$ cat config.mk
export PLATFORM = sky130hd
export DESIGN_NAME = food_coord_latch
export DESIGN_NICKNAME = d
export VERILOG_FILES = /design/src/rtl/food_coord_latch_pkg.sv /design/src/rtl/food_coord_latch.sv
export SDC_FILE = /design/constraint.sdc
export NUM_CORES = 1
export LEC_CHECK = 0
export BUFFER_PORTS_ARGS = -buffer_cell sky130_fd_sc_hd__buf_2
export CORE_UTILIZATION = 35
export CTS_CLUSTER_SIZE = 40
export DETAILED_ROUTE_END_ITERATION = 8
export PLACE_DENSITY = 0.58
export SYNTH_ARGS = -nofsm -noshare
export SYNTH_HDL_FRONTEND = slang
export SYNTH_SLANG_ARGS = --single-unit
$ cat constraint.sdc
create_clock -name clk -period 2 [get_ports clk]
set_input_delay 0.3 -clock clk [delete_from_list [all_inputs] [get_ports clk]]
set_output_delay 0.3 -clock clk [all_outputs]
set_load 0.005 [all_outputs]
$ cat src/rtl/food_coord_latch_pkg.sv
// Shared definitions for the food coordinate path: PIO field layout, screen
// limits, grid size and the latch FSM states. Also used by the food sprite
// and collision blocks.
package food_coord_latch_pkg;

    // 20-bit PIO coordinate layout: X = [19:10], Y = [9:0]
    localparam int COORD_W = 20;
    localparam int FIELD_W = 10;
    localparam int X_LSB   = 10;
    localparam int X_MSB   = 19;
    localparam int Y_LSB   = 0;
    localparam int Y_MSB   = 9;

    // Largest legal food pixel on a 640x480 screen
    localparam int X_MAX_DEF = 639;
    localparam int Y_MAX_DEF = 479;

    // Default grid cell is 16x16 pixels
    localparam int GRID_SHIFT_DEF = 4;

    // Default reject counter width
    localparam int REJ_W_DEF = 8;

    typedef enum logic [1:0] {
        REQ   = 2'd0,
        CHECK = 2'd1,
        PEND  = 2'd2,
        SHOWN = 2'd3
    } food_state_e;

    // Clear the low 'shift' bits of a field, snapping it to the grid
    function automatic logic [FIELD_W-1:0] grid_align(
        input logic [FIELD_W-1:0] v,
        input int                 shift
    );
        logic [FIELD_W-1:0] mask;
        mask = {FIELD_W{1'b1}} << shift;
        return v & mask;
    endfunction

endpackage

$ cat src/rtl/food_coord_latch.sv
// Latches the software-written random food coordinate: detects a new value,
// bounds-checks it, snaps it to the grid and only commits it on a frame
// boundary so the food sprite never jumps mid-frame.
module food_coord_latch
    import food_coord_latch_pkg::*;
#(
    parameter int X_MAX      = X_MAX_DEF,
    parameter int Y_MAX      = Y_MAX_DEF,
    parameter int GRID_SHIFT = GRID_SHIFT_DEF,
    parameter int REJ_W      = REJ_W_DEF
) (
    input  logic             clk,
    input  logic             reset,
    input  logic [19:0]      coord_in,
    input  logic             frame_start,
    input  logic             eaten,
    output logic [9:0]       food_x,
    output logic [9:0]       food_y,
    output logic             food_valid,
    output logic             respawn_req,
    output logic [REJ_W-1:0] reject_cnt
);

    localparam logic [FIELD_W-1:0] X_LIM = FIELD_W'(X_MAX);
    localparam logic [FIELD_W-1:0] Y_LIM = FIELD_W'(Y_MAX);

    food_state_e         state_q, state_d;
    logic [COORD_W-1:0]  snap_q, snap_d;
    logic [COORD_W-1:0]  cand_q, cand_d;
    logic [FIELD_W-1:0]  food_x_q, food_x_d;
    logic [FIELD_W-1:0]  food_y_q, food_y_d;
    logic                food_valid_q, food_valid_d;
    logic                respawn_req_q, respawn_req_d;
    logic [REJ_W-1:0]    reject_cnt_q, reject_cnt_d;

    logic [FIELD_W-1:0]  cand_x, cand_y;
    logic                cand_oob;

    assign cand_x   = cand_q[X_MSB:X_LSB];
    assign cand_y   = cand_q[Y_MSB:Y_LSB];
    assign cand_oob = (cand_x > X_LIM) || (cand_y > Y_LIM);

    // Next-state and datapath updates; every register holds by default
    always_comb begin
        state_d      = state_q;
        snap_d       = snap_q;
        cand_d       = cand_q;
        food_x_d     = food_x_q;
        food_y_d     = food_y_q;
        food_valid_d = food_valid_q;
        reject_cnt_d = reject_cnt_q;

        unique case (state_q)
            REQ: begin
                // Change detection only: rewriting the same value is invisible
                if (coord_in != snap_q) begin
                    snap_d  = coord_in;
                    cand_d  = coord_in;
                    state_d = CHECK;
                end
            end
            CHECK: begin
                if (cand_oob) begin
                    if (reject_cnt_q != {REJ_W{1'b1}})
                        reject_cnt_d = reject_cnt_q + 1'b1;
                    state_d = REQ;
                end else begin
                    cand_d[X_MSB:X_LSB] = grid_align(cand_x, GRID_SHIFT);
                    cand_d[Y_MSB:Y_LSB] = grid_align(cand_y, GRID_SHIFT);
                    state_d = PEND;
                end
            end
            PEND: begin
                // coord_in is ignored here; the checked cand is what commits
                if (frame_start) begin
                    food_x_d     = cand_x;
                    food_y_d     = cand_y;
                    food_valid_d = 1'b1;
                    state_d      = SHOWN;
                end
            end
            SHOWN: begin
                // Re-snapshot coord_in so the stale value is not taken as new
                if (eaten) begin
                    food_valid_d = 1'b0;
                    snap_d       = coord_in;
                    state_d      = REQ;
                end
            end
            default: state_d = REQ;
        endcase

        respawn_req_d = (state_d == REQ);
    end

    // State and datapath registers with synchronous reset
    always_ff @(posedge clk) begin
        if (reset) begin
            state_q       <= REQ;
            snap_q        <= '0;
            cand_q        <= '0;
            food_x_q      <= '0;
            food_y_q      <= '0;
            food_valid_q  <= 1'b0;
            respawn_req_q <= 1'b1;
            reject_cnt_q  <= '0;
        end else begin
            state_q       <= state_d;
            snap_q        <= snap_d;
            cand_q        <= cand_d;
            food_x_q      <= food_x_d;
            food_y_q      <= food_y_d;
            food_valid_q  <= food_valid_d;
            respawn_req_q <= respawn_req_d;
            reject_cnt_q  <= reject_cnt_d;
        end
    end

    assign food_x      = food_x_q;
    assign food_y      = food_y_q;
    assign food_valid  = food_valid_q;
    assign respawn_req = respawn_req_q;
    assign reject_cnt  = reject_cnt_q;

endmodule

==> impl_results.html, run 1 <==
<table>
<tr><th>Metric</th><th>Value</th></tr>
<tr><th colspan="2">Placed design</th></tr>
<tr><td>DP Wirelength</td><td>4950 um</td></tr>
<tr><td>I/O Buffers</td><td>53</td></tr>
<tr><td>Final weighted congestion in routability-driven placement</td><td>0.765</td></tr>
<tr><th colspan="2">Timing</th></tr>
<tr><td>Number of max-slew violations in the final report</td><td>0</td></tr>
<tr><td>Final hold violation count</td><td>0</td></tr>
<tr><td>Total Neg Setup Slack</td><td>0 ps</td></tr>
<tr><td>RSZ-0062 raised after global routing</td><td>false</td></tr>
<tr><td>Endpoints failing setup</td><td>0</td></tr>
<tr><td>Worst relative slew slack</td><td>between 60% and 70%</td></tr>
<tr><td>Actual transition at the worst max-transition pin</td><td>about 480 ps</td></tr>
<tr><td>Final Hold Slack</td><td>about 270 ps</td></tr>
<tr><td>Ratio of final minimum period to clock period</td><td>around 84%</td></tr>
<tr><td>Final Skew</td><td>between 10 and 15 ps</td></tr>
<tr><td>FMAX</td><td>596 MHz</td></tr>
<tr><td>Min Clock Period, post-route</td><td>between 1500 and 2000 ps</td></tr>
<tr><th colspan="2">Synth</th></tr>
<tr><td>Yosys warning total</td><td>0</td></tr>
<tr><td>Synth Area in XOR/XNOR</td><td>7.27%</td></tr>
<tr><td>Net count of the mapped netlist</td><td>362</td></tr>
<tr><td>Cell count after synthesis</td><td>337</td></tr>
<tr><td>Compound-cell area share of the yosys netlist</td><td>under 10%</td></tr>
<tr><td>Syn avg cell area</td><td>between 9 and 10 um^2</td></tr>
<tr><td>Post-synthesis mux area share</td><td>about an eighth</td></tr>
<tr><td>Adder-cell area share of the yosys netlist</td><td>less than 1%</td></tr>
<tr><td>Synth unique cells</td><td>32</td></tr>
<tr><td>Portion of the post-synthesis area used by sequential elements</td><td>between 40% and 50%</td></tr>
<tr><td>Synthesized area</td><td>about 3100 um^2</td></tr>
<tr><td>Register bit total from synthesis</td><td>just over 70</td></tr>
<tr><td>Simple-gate portion of the synthesized area</td><td>23.3%</td></tr>
<tr><td>Largest family of logic cells by synthesized area</td><td>simple AND/OR/NAND/NOR gates</td></tr>
<tr><th colspan="2">Cells and area</th></tr>
<tr><td>Count of antenna diodes in the layout</td><td>0</td></tr>
<tr><td>Fill cell count</td><td>884</td></tr>
<tr><td>Synthesis-to-finish area growth</td><td>20.9%</td></tr>
<tr><td>Leading cell types in the layout, fill and taps excluded</td><td>dfxtp_1, nand2_1, buf_2</td></tr>
<tr><td>Most common cell after layout, fill and taps aside</td><td>dfxtp_1</td></tr>
<tr><td>Area of combinational cells with multiple inputs</td><td>~1600 um^2</td></tr>
<tr><td>Area occupied by registers</td><td>1440 um^2</td></tr>
<tr><td>Final-stage net count</td><td>around 420</td></tr>
<tr><td>Fraction of final layout cells with drive strength greater than 1</td><td>a little over a fifth</td></tr>
<tr><td>Utilization of the core after routing</td><td>a little over two fifths</td></tr>
<tr><th colspan="2">Routing</th></tr>
<tr><td>Residual antenna-violating net count after detailed routing</td><td>0</td></tr>
<tr><td>Number of violations reported at the end of detailed-routing iteration 0</td><td>just over 80</td></tr>
<tr><td>Via count of the routed design</td><td>between 2,000 and 2,500</td></tr>
<tr><td>Drt first pass iters</td><td>4</td></tr>
<tr><td>Avg Vias per Cell</td><td>4.72</td></tr>
<tr><td>Aggregate routed wire length</td><td>about 6700 um</td></tr>
<tr><td>Remaining design rule violation count</td><td>0</td></tr>
<tr><td>Post-DR wirelength/cell</td><td>13.3 um</td></tr>
<tr><th colspan="2">Clocking</th></tr>
<tr><td>CTS Hold Buffers Added</td><td>0</td></tr>
<tr><td>H-Tree Depth</td><td>3</td></tr>
<tr><td>Max Root-Sink Buffers</td><td>2</td></tr>
<tr><td>Post-CTS resize count</td><td>0</td></tr>
<tr><td>Clock Root Buffer</td><td>clkbuf_8</td></tr>
<tr><td>CTS tree</td><td>built</td></tr>
<tr><td>Sink Count</td><td>72</td></tr>
<tr><td>Clock transition at the registers of the reported paths</td><td>~70 ps</td></tr>
<tr><td>Total clock buffers created by CTS</td><td>9</td></tr>
<tr><td>Clock network latency to the later pin of the worst-skew pair</td><td>around 340 ps</td></tr>
<tr><td>Number of setup buffers added after CTS</td><td>0</td></tr>
<tr><th colspan="2">Setup path</th></tr>
<tr><td>Reg-to-Reg Start</td><td>snap_q[15]</td></tr>
<tr><td>Number of cell instances on the worst register-to-register path</td><td>6</td></tr>
<tr><td>Arr. time, crit path</td><td>between 1500 and 2000 ps</td></tr>
<tr><td>CP max FO</td><td>10</td></tr>
<tr><td>Crit-path max cell delay</td><td>320 ps</td></tr>
<tr><td>Worst reg2reg path endpoint</td><td>cand_q[12]</td></tr>
<tr><td>Worst setup path class</td><td>reg -&gt; reg</td></tr>
<tr><td>Required time of the critical path</td><td>about 2300 ps</td></tr>
<tr><td>Cell at the slowest stage of the critical path</td><td>dfxtp_1</td></tr>
<tr><td>Setup slack of the most critical reg-to-reg path</td><td>approximately 320 ps</td></tr>
<tr><td>Critical Path Source Type</td><td>flop</td></tr>
<tr><td>Cell Chain, Critical Path</td><td>xnor2_1 &gt; nand4_1 &gt; nor3_2 &gt; a211o_1 &gt; buf_4 &gt; mux2i_1</td></tr>
<tr><td>Category of the worst setup path capture point</td><td>flop</td></tr>
<tr><th colspan="2">Global route</th></tr>
<tr><td>Initial antenna violation count</td><td>0</td></tr>
<tr><td>Maximum number of pins on one net before global-route repair</td><td>37</td></tr>
<tr><td>Overall routing resource usage</td><td>between 15 and 20%</td></tr>
<tr><td>Global route total overflow</td><td>0</td></tr>
<tr><td>Global-route wire length before repair</td><td>~11,000 um</td></tr>
<tr><td>Vias in the first global route</td><td>approximately 2,200</td></tr>
<tr><th colspan="2">Min path</th></tr>
<tr><td>Endpoint, Worst Hold</td><td>cand_q[3]</td></tr>
<tr><td>Startpoint of the most critical hold path</td><td>coord_in[3]</td></tr>
<tr><td>Hold Path Class</td><td>in -&gt; reg</td></tr>
<tr><td>Cell depth of the worst hold path</td><td>3</td></tr>
<tr><th colspan="2">Pwr</th></tr>
<tr><td>Static Leak</td><td>about 1.6 nW</td></tr>
<tr><td>Pwr/cell area</td><td>roughly 970 nW/um^2</td></tr>
<tr><td>IR Drop Worst-Case VDD</td><td>approximately 0.47 mV</td></tr>
<tr><th colspan="2">Floorplan</th></tr>
<tr><td>Width of the die</td><td>slightly below 100 um</td></tr>
<tr><td>Initial standard-cell utilization of the core</td><td>a little over a third</td></tr>
<tr><td>Core area</td><td>roughly 8700 um^2</td></tr>
<tr><td>Floorplan row count</td><td>34</td></tr>
<tr><td>Die Footprint</td><td>~9300 um^2</td></tr>
<tr><td>Die H</td><td>96.6 um</td></tr>
<tr><td>Num ports</td><td>54</td></tr>
<tr><th colspan="2">Flow run</th></tr>
<tr><td>Maxcap violations</td><td>0</td></tr>
<tr><th colspan="2">Outcome</th></tr>
<tr><td>Result of the run</td><td>finished clean</td></tr>
</table>
layer usage:
layer	global-route usage [%]	vias up	wire [um]
li1	-	1232	-
met1	20.9	1100	3340
met2	23.3	39	3010
met3	2.74	9	257
met4	5.88	0	85
met5	0	-	0
metrics by stage:
step           std cells  total power, mW  setup WS [ps]  cell area, um^2
2_1_floorplan        337             2.16            608             3130
5_1_grt              504             3.83            156             3790
4_1_cts              504             3.71            292             3790
6_report             504             3.66            322             3790
3_3_place_gp         489             2.34            267             3550
3_5_place_dp         489             2.35            236             3550
cell usage after synthesis:
| cell | instances | area [um^2] |
|---|---|---|
| a211o_1 | 1 | 8.76 |
| a211oi_1 | 2 | 15.0 |
| a21oi_1 | 25 | 125 |
| a31oi_1 | 1 | 6.26 |
| a41o_1 | 1 | 10.0 |
| and2b_1 | 1 | 7.51 |
| and3_1 | 1 | 6.26 |
| buf_2 | 2 | 10.0 |
| buf_4 | 3 | 22.5 |
| buf_6 | 3 | 33.8 |
| clkbuf_1 | 11 | 41.3 |
| dfxtp_1 | 72 | 1440 |
| ha_1 | 1 | 12.5 |
| inv_1 | 2 | 7.51 |
| mux2i_1 | 41 | 410 |
| nand2_1 | 54 | 203 |
| nand2b_1 | 48 | 300 |
| nand3_1 | 3 | 15.0 |
| nand4_1 | 6 | 37.5 |
| nor2_1 | 15 | 56.3 |
| nor3_1 | 3 | 15.0 |
| nor3_2 | 1 | 10.0 |
| nor3b_1 | 1 | 7.51 |
| nor4_1 | 3 | 18.8 |
| nor4b_2 | 1 | 15.0 |
| o21a_1 | 1 | 7.51 |
| o21ai_0 | 1 | 5.00 |
| o21ai_2 | 1 | 8.76 |
| o21ba_1 | 1 | 10.0 |
| or2b_1 | 4 | 30.0 |
| or3_1 | 1 | 6.26 |
| xnor2_1 | 26 | 228 |
cells by family after synthesis:
family	count (synthesis)
muxes	41
buffers and inverters	21
adders and majority gates	1
xor gates and xnor gates	26
DFF	72
AOI/OAI and AO/OA	34
and+or+nand+nor	142
registers in the layout (all words and copies together), names as in the netlist:
register     count
reject_cnt       8
state_q          2
food_x          10
food_y          10
snap_q          20
food_valid       1
cand_q          20
respawn_req      1
where the power goes:
| group | switching (mW) | internal [mW] |
|---|---|---|
| clock | 0.519 | 0.833 |
| combinational | 0.314 | 0.321 |
| sequential | 0.104 | 1.57 |
| total | 0.937 | 2.73 |
cell type report:
type | instances | area share [%]
multi-input combinational | 244 | 41.9
sequential | 72 | 38.1
timing repair buffer | 63 | 9.98
clock buffer | 13 | 4.72
tap | 108 | 3.57
clock inverter | 2 | 1.59
inverter | 2 | 0.198
worst max path at each step:
stage,depth (start not counted),from,slack (ps),endpoint
2_1_floorplan,7,snap_q[6],610,cand_q[14]
3_3_place_gp,7,coord_in[14],270,cand_q[14]
3_5_place_dp,7,coord_in[14],240,cand_q[12]
4_1_cts,6,snap_q[15],290,cand_q[12]
5_1_grt,6,snap_q[15],160,cand_q[16]
6_report,6,snap_q[15],320,cand_q[12]
critical path: cells and delay by family, from the launching register on:
| kind | cells | cell delay (ps) |
|---|---|---|
| AO/OA/AOI/OAI | 1 | 220 |
| multiplexers | 1 | 200 |
| AND/OR/NAND/NOR | 2 | 430 |
| XOR/XNOR | 1 | 190 |
| flip-flops | 1 | 320 |
| buffers and inverters | 1 | 230 |
(Power assumes the default switching activity.)
==> run 2: changes to the inputs <==
==> constraint.sdc (replaced) <==
create_clock -name clk -period 1.7 [get_ports clk]
set_input_delay 0.255 -clock clk [delete_from_list [all_inputs] [get_ports clk]]
set_output_delay 0.255 -clock clk [all_outputs]
set_load 0.005 [all_outputs]
==> run 2 against run 1 <==
Against the previous run: clock-buffer cell count shrank 2; sequential power increased by 17%; global-route usage up 0.50 points; clock skew about the same; clock power increased by 27%; register-to-register slack got worse by 220 ps; die area stayed put; final cell count grew 1.2%; largest power group unchanged.
==> impl_results.html, run 2 (synthesis gave the netlist of run 1 again) <==
<table>
<tr><th>Metric</th><th>Value</th></tr>
<tr><th colspan="2">Pwr</th></tr>
<tr><td>Total Power Consumption</td><td>between 4 and 5 mW</td></tr>
<tr><td>Pwr/cell area</td><td>approximately 1200 nW/um^2</td></tr>
<tr><td>Static Leak</td><td>around 1.6 nW</td></tr>
<tr><td>Switching share of power</td><td>between 20% and 30%</td></tr>
<tr><td>IR Drop Worst-Case VDD</td><td>approximately 0.4 mV</td></tr>
<tr><td>Net load switching power</td><td>between 1 and 1.5 mW</td></tr>
<tr><td>Combinational share of power</td><td>18.8%</td></tr>
<tr><td>Share of total power in the clock network</td><td>37.8%</td></tr>
<tr><td>P_int</td><td>3.36 mW</td></tr>
<tr><td>Flop pwr share</td><td>43.4%</td></tr>
<tr><th colspan="2">Cells and area</th></tr>
<tr><td>Fraction of final layout cells with drive strength greater than 1</td><td>roughly a quarter</td></tr>
<tr><td>Final-stage net count</td><td>approximately 420</td></tr>
<tr><td>Area occupied by registers</td><td>1450 um^2</td></tr>
<tr><td>Fill cell count</td><td>slightly below 900</td></tr>
<tr><td>Utilization of the core after routing</td><td>between 40% and 50%</td></tr>
<tr><td>Synthesis-to-finish area growth</td><td>25.1%</td></tr>
<tr><td>Leading cell types in the layout, fill and taps excluded</td><td>dfxtp_1, nand2_1, buf_2</td></tr>
<tr><td>Regs by FF count</td><td>cand_q x20, snap_q x20</td></tr>
<tr><td>Cell area after layout</td><td>between 3000 and 4000 um^2</td></tr>
<tr><td>Post-route non-filler standard cell count</td><td>slightly above 500</td></tr>
<tr><td>Count of antenna diodes in the layout</td><td>0</td></tr>
<tr><td>Area of combinational cells with multiple inputs</td><td>approximately 1600 um^2</td></tr>
<tr><td>Most common cell after layout, fill and taps aside</td><td>dfxtp_1</td></tr>
<tr><th colspan="2">Setup path</th></tr>
<tr><td>Critical Path Source Type</td><td>flop</td></tr>
<tr><td>Setup slack of the most critical reg-to-reg path</td><td>100 ps</td></tr>
<tr><td>Required time of the critical path</td><td>between 1500 and 2000 ps</td></tr>
<tr><td>Worst setup path class</td><td>reg -&gt; reg</td></tr>
<tr><td>CP max FO</td><td>15</td></tr>
<tr><td>Reg-to-Reg Start</td><td>state_q[1]</td></tr>
<tr><td>Category of the worst setup path capture point</td><td>flop</td></tr>
<tr><td>Critical path launch point</td><td>state_q[1]</td></tr>
<tr><td>Arr. time, crit path</td><td>1830 ps</td></tr>
<tr><th colspan="2">Placed design</th></tr>
<tr><td>Standard cell area after detailed placement</td><td>approximately 3600 um^2</td></tr>
<tr><td>DP Wirelength</td><td>a little under 5000 um</td></tr>
<tr><td>Cells after DPL</td><td>a little under 500</td></tr>
<tr><td>Final weighted congestion in routability-driven placement</td><td>approximately 0.76</td></tr>
<tr><td>I/O Buffers</td><td>53</td></tr>
<tr><td>Setup slack after placement</td><td>-20.2 ps</td></tr>
<tr><th colspan="2">Timing</th></tr>
<tr><td>Worst relative slew slack</td><td>74.5%</td></tr>
<tr><td>Post-route worst setup slack</td><td>around 100 ps</td></tr>
<tr><td>Endpoints failing setup</td><td>0</td></tr>
<tr><td>Total Neg Setup Slack</td><td>0 ps</td></tr>
<tr><td>Ratio of final minimum period to clock period</td><td>between 90% and 100%</td></tr>
<tr><td>Min Clock Period, post-route</td><td>between 1500 and 2000 ps</td></tr>
<tr><td>Final hold violation count</td><td>0</td></tr>
<tr><td>FMAX</td><td>about 620 MHz</td></tr>
<tr><td>Final Skew</td><td>approximately 11 ps</td></tr>
<tr><td>RSZ-0062 raised after global routing</td><td>false</td></tr>
<tr><td>Number of max-slew violations in the final report</td><td>0</td></tr>
<tr><td>Actual transition at the worst max-transition pin</td><td>383 ps</td></tr>
<tr><td>Final Hold Slack</td><td>roughly 220 ps</td></tr>
<tr><th colspan="2">Clocking</th></tr>
<tr><td>Number of setup buffers added after CTS</td><td>0</td></tr>
<tr><td>CTS tree</td><td>built</td></tr>
<tr><td>Clock transition at the registers of the reported paths</td><td>roughly 80 ps</td></tr>
<tr><td>Max Root-Sink Buffers</td><td>2</td></tr>
<tr><td>Total clock buffers created by CTS</td><td>9</td></tr>
<tr><td>Sink Count</td><td>72</td></tr>
<tr><td>Clock Root Buffer</td><td>clkbuf_8</td></tr>
<tr><td>H-Tree Depth</td><td>3</td></tr>
<tr><td>CTS Hold Buffers Added</td><td>0</td></tr>
<tr><td>Clock network latency to the later pin of the worst-skew pair</td><td>about 350 ps</td></tr>
<tr><th colspan="2">Routing</th></tr>
<tr><td>Remaining design rule violation count</td><td>0</td></tr>
<tr><td>Aggregate routed wire length</td><td>just under 7000 um</td></tr>
<tr><td>Avg Vias per Cell</td><td>4.80</td></tr>
<tr><td>Drt first pass iters</td><td>4</td></tr>
<tr><td>Residual antenna-violating net count after detailed routing</td><td>0</td></tr>
<tr><td>Number of violations reported at the end of detailed-routing iteration 0</td><td>109</td></tr>
<tr><td>Via count of the routed design</td><td>around 2,400</td></tr>
<tr><td>Post-DR wirelength/cell</td><td>between 10 and 15 um</td></tr>
<tr><th colspan="2">Global route</th></tr>
<tr><td>Global route total overflow</td><td>0</td></tr>
<tr><td>Maximum number of pins on one net before global-route repair</td><td>50</td></tr>
<tr><td>Global-route wire length before repair</td><td>10,700 um</td></tr>
<tr><td>Initial antenna violation count</td><td>0</td></tr>
<tr><td>Overall routing resource usage</td><td>between 10% and 20%</td></tr>
<tr><td>Vias in the first global route</td><td>between 2,000 and 2,500</td></tr>
<tr><th colspan="2">Min path</th></tr>
<tr><td>Hold Path Class</td><td>in -&gt; reg</td></tr>
<tr><td>Startpoint of the most critical hold path</td><td>coord_in[10]</td></tr>
<tr><th colspan="2">Floorplan</th></tr>
<tr><td>Width of the die</td><td>around 97 um</td></tr>
<tr><td>Core area</td><td>approximately 8700 um^2</td></tr>
<tr><td>Num ports</td><td>54</td></tr>
<tr><td>Die H</td><td>~97 um</td></tr>
<tr><td>Die Footprint</td><td>9330 um^2</td></tr>
<tr><td>Floorplan row count</td><td>34</td></tr>
<tr><td>Initial standard-cell utilization of the core</td><td>36.1%</td></tr>
<tr><th colspan="2">Flow run</th></tr>
<tr><td>Maxcap violations</td><td>0</td></tr>
<tr><th colspan="2">Outcome</th></tr>
<tr><td>Result of the run</td><td>finished clean</td></tr>
</table>
==> run 2: final cells by class <==
cell class | count | area share (%)
tap | 108 | 3.45
clock inverter | 5 | 2.62
clock buffer | 11 | 3.87
inverter | 2 | 0.192
sequential | 72 | 36.9
multi-input combinational | 244 | 41.4
timing repair buffer | 68 | 11.6
==> run 2: critical path: stages (launching register included) <==
cell and delay (ps):
dfxtp_1 520, inv_1 180, or3_1 420, buf_4 210
nand2_1 80, a21oi_1 60
==> run 2: path summary, 6_finish.rpt <==
kind         cells past startpoint    endpoint
max reg2reg                      5   food_y[4]
min                              3  cand_q[10]
min reg2reg                      2   food_x[7]
max                              5   food_y[4]
==> run 2: routing by layer <==
layer,global-route usage (%),part of all wire [%]
met1,21.4,50
met2,23.2,44
met3,3.68,4.8
met4,7.11,1.6
met5,0,0
==> run 2: power by group through the flow <==
| stage | logic, mW | registers (mW) | clock network, mW |
|---|---|---|---|
| floorplan | 0.565 | 1.97 | 0 |
| global placement | 0.768 | 2.00 | 0 |
| detailed placement | 0.775 | 2.00 | 0 |
| CTS | 0.780 | 1.96 | 1.74 |
| global route | 0.922 | 1.98 | 1.82 |
| finish | 0.850 | 1.97 | 1.71 |
==> run 2: repair_timing <==
action,in CTS,in global routing
cloned,0,2
pin swaps,1,7
gates resized for setup,0,10
endpoints found under the setup margin,2,22
